`config.mk`:
```
export PLATFORM = sky130hd
export DESIGN_NAME = cr_lsu_bus_ctrl
export DESIGN_NICKNAME = d
export VERILOG_FILES = /design/src/rtl/cr_lsu_pkg.sv /design/src/rtl/cr_lsu_bus_data_align.sv /design/src/rtl/cr_lsu_bus_ctrl.sv
export SDC_FILE = /design/constraint.sdc
export NUM_CORES = 1
export LEC_CHECK = 0
export CAP_MARGIN = 20
export CELL_PAD_IN_SITES_DETAIL_PLACEMENT = 1
export CELL_PAD_IN_SITES_GLOBAL_PLACEMENT = 2
export CORE_UTILIZATION = 26
export CTS_BUF_LIST = sky130_fd_sc_hd__clkbuf_2
export CTS_CLUSTER_SIZE = 40
export DETAILED_ROUTE_END_ITERATION = 10
export MAX_ROUTING_LAYER = met4
export PLACE_DENSITY = 0.92
export SYNTH_ARGS = -nofsm -noshare
export SYNTH_HDL_FRONTEND = slang
export SYNTH_HIERARCHICAL = 1
export SYNTH_SLANG_ARGS = --single-unit
```
`constraint.sdc`:
```
create_clock -name forever_cpuclk -period 2.2 [get_ports forever_cpuclk]
set_input_delay 0.44 -clock forever_cpuclk [delete_from_list [all_inputs] [get_ports forever_cpuclk]]
set_output_delay 0.44 -clock forever_cpuclk [all_outputs]
set_load 0.05 [all_outputs]
```
`src/rtl/cr_lsu_pkg.sv`:
```
// Shared LSU bus definitions: size codes, AHB transfer codes, bus-stage FSM
// states and the registered address-phase / response payloads.
package cr_lsu_pkg;

  localparam int unsigned XLEN = 32;

  typedef enum logic [1:0] {
    SIZE_BYTE = 2'b00,
    SIZE_HALF = 2'b01,
    SIZE_WORD = 2'b10,
    SIZE_ILL  = 2'b11
  } size_e;

  typedef enum logic [1:0] {
    HTRANS_IDLE   = 2'b00,
    HTRANS_NONSEQ = 2'b10
  } htrans_e;

  typedef enum logic [1:0] {
    ST_IDLE = 2'b00,
    ST_ADDR = 2'b01,
    ST_DATA = 2'b10
  } state_e;

  typedef struct packed {
    logic [XLEN-1:0] haddr;
    logic            hwrite;
    logic [2:0]      hsize;
  } ahb_addr_t;

  typedef struct packed {
    logic            vld;
    logic            err;
    logic            misalign;
    logic [XLEN-1:0] rdata;
  } lsu_rsp_t;

  // Natural alignment check; the illegal size is rejected separately.
  function automatic logic is_misaligned(input size_e size, input logic [1:0] addr_lo);
    case (size)
      SIZE_HALF: return addr_lo[0];
      SIZE_WORD: return |addr_lo;
      default:   return 1'b0;
    endcase
  endfunction

endpackage

```
`src/rtl/cr_lsu_bus_data_align.sv`:
```
// Byte-lane handling for the LSU bus stage: store data replication across
// lanes and load data shift plus zero/sign extension.
module cr_lsu_bus_data_align
  import cr_lsu_pkg::*;
(
  input  size_e           st_size_i,
  input  logic [XLEN-1:0] st_wdata_i,
  input  size_e           ld_size_i,
  input  logic [1:0]      ld_offset_i,
  input  logic            ld_sign_i,
  input  logic [XLEN-1:0] ld_rdata_i,
  output logic [XLEN-1:0] st_wdata_c_o,
  output logic [XLEN-1:0] ld_rdata_c_o
);

  logic [XLEN-1:0] ld_shifted;

  always_comb begin
    case (st_size_i)
      SIZE_BYTE: st_wdata_c_o = {4{st_wdata_i[7:0]}};
      SIZE_HALF: st_wdata_c_o = {2{st_wdata_i[15:0]}};
      default:   st_wdata_c_o = st_wdata_i;
    endcase
  end

  assign ld_shifted = ld_rdata_i >> {ld_offset_i, 3'b000};

  always_comb begin
    case (ld_size_i)
      SIZE_BYTE: ld_rdata_c_o = {{24{ld_sign_i & ld_shifted[7]}}, ld_shifted[7:0]};
      SIZE_HALF: ld_rdata_c_o = {{16{ld_sign_i & ld_shifted[15]}}, ld_shifted[15:0]};
      default:   ld_rdata_c_o = ld_shifted;
    endcase
  end

endmodule

```
`src/rtl/cr_lsu_bus_ctrl.sv`:
```
// LSU bus-request stage: rejects misaligned/illegal requests locally and runs
// one non-pipelined AHB-Lite transfer per accepted request.
module cr_lsu_bus_ctrl
  import cr_lsu_pkg::*;
(
  input  logic            forever_cpuclk,
  input  logic            cpurst,
  input  logic            ctrl_bus_req_vld,
  output logic            ctrl_bus_req_rdy,
  input  logic            ctrl_bus_req_wr,
  input  logic [XLEN-1:0] ctrl_bus_req_addr,
  input  logic [1:0]      ctrl_bus_req_size,
  input  logic            ctrl_bus_req_sign,
  input  logic [XLEN-1:0] ctrl_bus_req_wdata,
  output logic [1:0]      lsu_hbus_htrans,
  output logic [XLEN-1:0] lsu_hbus_haddr,
  output logic            lsu_hbus_hwrite,
  output logic [2:0]      lsu_hbus_hsize,
  output logic [XLEN-1:0] lsu_hbus_hwdata,
  input  logic            hbus_lsu_hready,
  input  logic            hbus_lsu_hresp,
  input  logic [XLEN-1:0] hbus_lsu_hrdata,
  output logic            bus_ctrl_rsp_vld,
  output logic            bus_ctrl_rsp_err,
  output logic            bus_ctrl_rsp_misalign,
  output logic [XLEN-1:0] bus_ctrl_rsp_rdata
);

  state_e          state_q, state_d;
  ahb_addr_t       addr_q, addr_d;
  htrans_e         htrans_q, htrans_d;
  logic [XLEN-1:0] hwdata_q, hwdata_d;
  logic            sign_q, sign_d;
  logic            err_sticky_q, err_sticky_d;
  lsu_rsp_t        rsp_q, rsp_d;

  size_e           req_size_c;
  logic            accept_c;
  logic            illegal_c;
  logic            misalign_c;
  logic            rsp_err_c;
  logic [XLEN-1:0] st_wdata_c;
  logic [XLEN-1:0] ld_rdata_c;

  assign req_size_c = size_e'(ctrl_bus_req_size);
  assign accept_c   = ctrl_bus_req_vld & (state_q == ST_IDLE);
  assign illegal_c  = (req_size_c == SIZE_ILL);
  assign misalign_c = is_misaligned(req_size_c, ctrl_bus_req_addr[1:0]);
  assign rsp_err_c  = err_sticky_q | hbus_lsu_hresp;

  cr_lsu_bus_data_align u_align (
    .st_size_i    (req_size_c),
    .st_wdata_i   (ctrl_bus_req_wdata),
    .ld_size_i    (size_e'(addr_q.hsize[1:0])),
    .ld_offset_i  (addr_q.haddr[1:0]),
    .ld_sign_i    (sign_q),
    .ld_rdata_i   (hbus_lsu_hrdata),
    .st_wdata_c_o (st_wdata_c),
    .ld_rdata_c_o (ld_rdata_c)
  );

  // State register
  always_ff @(posedge forever_cpuclk) begin
    if (cpurst) begin
      state_q <= ST_IDLE;
    end else begin
      state_q <= state_d;
    end
  end

  // Next-state logic
  always_comb begin
    state_d = state_q;
    case (state_q)
      ST_IDLE: if (accept_c && !illegal_c && !misalign_c) state_d = ST_ADDR;
      ST_ADDR: if (hbus_lsu_hready) state_d = ST_DATA;
      ST_DATA: if (hbus_lsu_hready) state_d = ST_IDLE;
      default: state_d = ST_IDLE;
    endcase
  end

  // Output next-values; response fields are one-cycle pulses
  always_comb begin
    addr_d       = addr_q;
    htrans_d     = htrans_q;
    hwdata_d     = hwdata_q;
    sign_d       = sign_q;
    err_sticky_d = err_sticky_q;
    rsp_d        = '0;
    case (state_q)
      ST_IDLE: begin
        if (accept_c) begin
          if (illegal_c) begin
            rsp_d.vld = 1'b1;
            rsp_d.err = 1'b1;
          end else if (misalign_c) begin
            rsp_d.vld      = 1'b1;
            rsp_d.misalign = 1'b1;
          end else begin
            addr_d.haddr  = ctrl_bus_req_addr;
            addr_d.hwrite = ctrl_bus_req_wr;
            addr_d.hsize  = {1'b0, ctrl_bus_req_size};
            htrans_d      = HTRANS_NONSEQ;
            hwdata_d      = st_wdata_c;
            sign_d        = ctrl_bus_req_sign;
            err_sticky_d  = 1'b0;
          end
        end
      end
      ST_ADDR: begin
        if (hbus_lsu_hready) htrans_d = HTRANS_IDLE;
      end
      ST_DATA: begin
        err_sticky_d = rsp_err_c;
        if (hbus_lsu_hready) begin
          rsp_d.vld   = 1'b1;
          rsp_d.err   = rsp_err_c;
          rsp_d.rdata = (rsp_err_c || addr_q.hwrite) ? '0 : ld_rdata_c;
        end
      end
      default: ;
    endcase
  end

  // Registered bus and response outputs
  always_ff @(posedge forever_cpuclk) begin
    if (cpurst) begin
      addr_q       <= '0;
      htrans_q     <= HTRANS_IDLE;
      hwdata_q     <= '0;
      sign_q       <= 1'b0;
      err_sticky_q <= 1'b0;
      rsp_q        <= '0;
    end else begin
      addr_q       <= addr_d;
      htrans_q     <= htrans_d;
      hwdata_q     <= hwdata_d;
      sign_q       <= sign_d;
      err_sticky_q <= err_sticky_d;
      rsp_q        <= rsp_d;
    end
  end

  assign ctrl_bus_req_rdy      = (state_q == ST_IDLE);
  assign lsu_hbus_htrans       = htrans_q;
  assign lsu_hbus_haddr        = addr_q.haddr;
  assign lsu_hbus_hwrite       = addr_q.hwrite;
  assign lsu_hbus_hsize        = addr_q.hsize;
  assign lsu_hbus_hwdata       = hwdata_q;
  assign bus_ctrl_rsp_vld      = rsp_q.vld;
  assign bus_ctrl_rsp_err      = rsp_q.err;
  assign bus_ctrl_rsp_misalign = rsp_q.misalign;
  assign bus_ctrl_rsp_rdata    = rsp_q.rdata;

endmodule

```
# After elaboration in Yosys (flattened, before gate mapping)
# Cells that the tools add are included.
word_totals:
  reg_bits: 108
  in_bits: 105
  output_inout_bits: 106
classes:
  eq_ne: 12
  bitwise: 10
  muxes: 22
  n_reduce_logical: 17
  n_shift: 1
op_table:
  columns: ["cell", "n"]
  rows:
  - ["$pmux 32 s2", 2]
  - ["$shr 32x5->32", 1]
  - ["$mux 2", 7]
  - ["$ne 2x2->1 const B", 4]
  - ["$pmux 2 s2", 2]
  - ["$reduce_and 4->1", 2]
  - ["$reduce_or 4->1", 2]
  - ["$mux 1", 7]
  - ["$eq 2x1->1 const B", 3]
  - ["$eq 2x2->1 const B", 3]
  - ["$logic_not 2->1", 3]
  - ["$not 1->1", 6]
  - ["$pmux 2 s3", 1]
  - ["$reduce_and 5->1", 1]
  - ["$ne 2x1->1 const B", 2]
  - ["$pmux 1 s2", 2]
  - ["$reduce_bool 2->1", 2]
  - ["$and 1x1->1", 3]
  - ["$mux 3", 1]
  - ["$reduce_and 3->1", 1]
  - ["$logic_and 1x1->1", 2]
  - ["$logic_not 1->1", 2]
  - ["$reduce_or 2->1", 1]
  - ["$logic_or 1x1->1", 1]
  - ["$or 1x1->1", 1]

# Depth between registers and ports, before layout
# Gate-level depths: netlist of run 1.
depth:
  ltp_word: 6
  depth_mapped: 7
  ltp_nobuf: 5

# Modules after synthesis
# Netlist of run 1, hierarchy kept.
modules_own_cells:
  columns: ["mod", "cells_each", "seq_area_each_um2", "n_inst", "area_each_um2"]
  rows:
  - ["cr_lsu_bus_ctrl", 409, 2142.1, 1, 4051.4]
  - ["cr_lsu_bus_data_align", 159, 0.0, 1, 1222.4]

# Least setup slack after synthesis of run 1
# No wires, ideal clock.
synth_timing:
  path_kind: "input port to flip-flop"
  startpoint: "input port ctrl_bus_req_size[0]"
  endpoint: "register addr_q, in the netlist lsu_hbus_haddr[0]"
  path_buffers: 2
  required_time_ns: 2.128
  path_slack_ns: 0.326
  path_stages: 7
  setup_ns: 0.072
  arrival_time_ns: 1.802
  path_cell_list: "inv_1 > ha_1 > or2_2 > a2111oi_4 > buf_6 > buf_12 > mux2i_1"
synth_via:
  elab_chain_len: 4
  word_cells_on_any_way: 7
  classes_between: "eq/ne (3); mux (1); bitwise (2); reduce/logical (1)"
synth_rtl:
  columns: ["item", "line_no", "rtl"]
  rows:
  - ["start: declaration", "cr_lsu_bus_ctrl.sv:12", "input logic [1:0] ctrl_bus_req_size,"]
  - ["$eq 2x2->1 / $eq 2x1->1 (equally long branches)", "cr_lsu_pkg.sv:40", "case (size)"]
  - ["$pmux 1 s2", "cr_lsu_pkg.sv:40", null]
  - ["$not 1->1 (no source line)", null, null]
  - ["$reduce_and 4->1 (no source line) *", null, null]
  - ["end signal: assignment", "cr_lsu_bus_ctrl.sv:135", "addr_q <= addr_d;"]
  - ["end: declaration", "cr_lsu_bus_ctrl.sv:30", "ahb_addr_t addr_q, addr_d;"]
# Mark *: on every way between the ends. The rest lies on a longest branch, timed or not.
# A chain may end at the register's enable or synchronous reset.

# Worst setup path after layout of run 1
layout_timing:
  startpoint: "register hwdata_q[5] (netlist: lsu_hbus_hwdata[5])"
  endpoint: "output port lsu_hbus_hwdata[5]"
layout_lines:
  columns: ["item", "line_no", "rtl"]
  rows:
  - ["start: declaration", "cr_lsu_bus_ctrl.sv:32", "logic [XLEN-1:0] hwdata_q, hwdata_d;"]
  - ["start signal: assignment", "cr_lsu_bus_ctrl.sv:137", "hwdata_q <= hwdata_d;"]
  - ["end: declaration", "cr_lsu_bus_ctrl.sv:19", "output logic [XLEN-1:0] lsu_hbus_hwdata,"]
# No word-level cell between the ends.

==> flow_summary.json, run 1 <==
{
  "highest_layer": "met4",
  "leakage_nw": 3.44,
  "dr_wl_met3_um": 1470,
  "timing.max_slew.rel_slack_pct": 57.4,
  "crit_slowest_cell": "dlygate4sd2_1",
  "cts-resized-gates": 101,
  "synth_compound_area_share_pct": 9.40,
  "synthMuxAreaShare_pct": 21.4,
  "die_h_um": 144,
  "drt-met1-wl_um": 7200,
  "crit_path_end_kind": "output pin",
  "synth_ff_type": "dfxtp_1",
  "post_cts_buffers": 0,
  "cts_hold_buf": 0,
  "cts.reportedPaths.clkPinSlew_ns": 0.32,
  "drt_wl_total_um": 17000,
  "slowest_delay_ns": 0.58,
  "ant_nets": 0,
  "synth_top_area_cell": "dfxtp_1",
  "grt_pass1_wl_um": 25700,
  "cts.path.max_buffers": 2,
  "grt_max_degree": 59,
  "arrival_ns": 1.62,
  "crit_buf_inv": 1,
  "fin_crit_ns": 2.06,
  "die_x_um": 144,
  "yosys.area_share.adder_pct": 0.712,
  "die_area_um2": 20900,
  "multiInputGateArea_um2": 2720,
  "synthDistinctLibCells": 50,
  "cap_violations": 0,
  "fin_ws_ns": 0.140,
  "place_ws_ns": -0.489,
  "grt_usage_pct": 16.9,
  "cts_buffers": 9,
  "synth_top_family_by_area": "multiplexers",
  "path_class": "register to output pin",
  "insertion_delay_ns": 0.63,
  "port_buffers": 208,
  "synth.most_common_cell": "nand2_1",
  "layout.nets": 876,
  "gp_congestion": 0.839,
  "drtPass1Iterations": 4,
  "hold_class": "input pin to register",
  "maxSlewViolCount": 0,
  "wl_per_cell_um": 16.3,
  "synth-simple-area-share_pct": 19.6,
  "worst_setup_path_start_kind": "register",
  "drive_gt1_share_pct": 11.8,
  "wl_met2_um": 7960,
  "hpwl_um": 13000,
  "setup_tns_ns": 0,
  "synth-edff-count": 0,
  "synthesis.area_um2": 5270,
  "finalCritPeriodShare_pct": 93.7,
  "worst_pin_slew_ns": 0.637,
  "vias_per_cell": 4.45,
  "whs_ns": 0.303,
  "cp_cell_sequence": "dlygate4sd2_1",
  "area_growth_syn_to_layout_pct": 45.5,
  "ys_top_cells_by_area": "dfxtp_1 (41%), mux2i_1 (17%), nand2_1 (11%)",
  "grt_overflow": 0,
  "path_delay_family": "buffers and inverters",
  "ir_drop_uv": 230,
  "regArea_um2": 2140,
  "clock-root-buffer": "clkbuf_2",
  "final.setup_skew_ns": 0.0445,
  "yosysWarningCount": 6,
  "rows": 51,
  "synth-seq-cells": 107,
  "run_status": "finished, final reports clean",
  "drc": 0,
  "yosysTopAreaCellShare_pct": 40.6,
  "cts_max_level": 3,
  "ios": 211,
  "rsz0062_at_grt": "no",
  "core_area_um2": 19700,
  "clock-sinks": 107,
  "worstPathRequired_ns": 1.76,
  "setup_viol": 0,
  "final_hold_viol_count": 0,
  "synth_cells": 568,
  "synthXorXnorAreaFrac_pct": 0.166,
  "dr_total_vias": 4632,
  "synth_common_cells": "nand2_1 (148), dfxtp_1 (107), mux2i_1 (92)",
  "synth_async_sr_flop_share_pct": 0,
  "power.density_nw_per_um2": 597,
  "yosysSeqAreaShare_pct": 40.6,
  "fillers": 2361,
  "cts_tree": "yes",
  "start_util_pct": 26.8,
  "syn_area_per_cell_um2": 9.28,
  "first_global_vias": 4691,
  "antenna_found_initial": 2,
  "critPathMaxFanout": 2,
  "drt_iter0_drc": 174,
  "fmax_mhz": 485
}
==> flip-flops by register name, indices dropped and copies added (netlist names) <==
register,count
bus_ctrl_rsp_rdata,32
lsu_hbus_haddr,32
lsu_hbus_hwdata,32
lsu_hbus_hsize,2
state_q,2
bus_ctrl_rsp_err,1
bus_ctrl_rsp_misalign,1
bus_ctrl_rsp_vld,1
err_sticky_q,1
lsu_hbus_htrans,1
lsu_hbus_hwrite,1
sign_q,1
==> layer usage <==
layer	up-vias	global-route usage, %
met4	0	6.43
met5	-	-
li1	2294	-
met1	2165	19.7
met2	157	27.2
met3	16	5.26
==> worst register-to-register path: stages (launching register included) <==
cell and delay (ns):
dfxtp_1 0.45, or3b_4 0.45, a2111oi_4 0.32, buf_4 0.24, buf_12 0.18, mux2i_1 0.21
==> power breakdown <==
part           switching [mW]  leakage, nW  internal, mW
Clock                   0.712       0.0803         0.391
Sequential             0.0614        0.872          2.05
Combinational           0.799         2.49         0.573
==> worst paths after layout <==
| check | end | depth (start not counted) | slack [ns] | from |
|---|---|---|---|---|
| worst min-delay path | lsu_hbus_haddr[31] | 3 | 0.30 | ctrl_bus_req_addr[31] |
| worst max-delay path | lsu_hbus_hwdata[5] | 1 | 0.14 | lsu_hbus_hwdata[5] |
| worst max register to register | lsu_hbus_haddr[20] | 5 | 0.29 | state_q[1] |
| worst min register to register | lsu_hbus_haddr[21] | 2 | 0.47 | lsu_hbus_haddr[21] |
==> cell families after synthesis <==
kind of cell / after synthesis
other cells: 1
buf+inv: 57
mux: 110
flops: 107
xor+xnor: 1
fa+ha+maj: 3
compound gates: 66
simple gates: 223
==> final cells by class <==
cell class                 count  share of cell area, %
antenna                        2                 0.0652
clock buffer                  11                  0.718
clock inverter                 5                   1.13
inverter                       5                  0.277
multi-input combinational    405                   35.4
sequential                   107                   27.9
tap                          265                   4.32
timing repair buffer         240                   30.1
==> layout by cell type (no fill, tap or decap), types with 4 or more instances in the layout <==
master / count
and2_1: 33
a21boi_0: 7
clkbuf_2: 11
o22ai_1: 6
o2bb2ai_1: 8
nor2b_1: 10
a21oi_1: 16
clkdlybuf4s50_1: 104
mux2i_1: 92
a211oi_1: 8
mux2_2: 16
buf_12: 10
nor2_1: 4
buf_4: 26
dlygate4sd2_1: 100
dfxtp_1: 106
o21ai_0: 10
or2_2: 8
inv_1: 4
nand2_1: 148
==> metrics by stage <==
stage,cell area [µm²],util (%),instances,power (mW)
2_1_floorplan,5280,-,569,3.05
3_3_place_gp,7650,38.9,1022,3.58
3_5_place_dp,7650,38.9,1022,3.59
4_1_cts,7670,39.0,1038,4.67
5_1_grt,7670,39.0,1040,4.84
6_report,7670,39.0,1040,4.58
(Power assumes the default switching activity.)
==> run 2, diff against run 1 <==
CORE_MARGIN = 1   (was default)
==> results of run 2 <==
Final layout, timing and power as in run 1 (identical DEF).
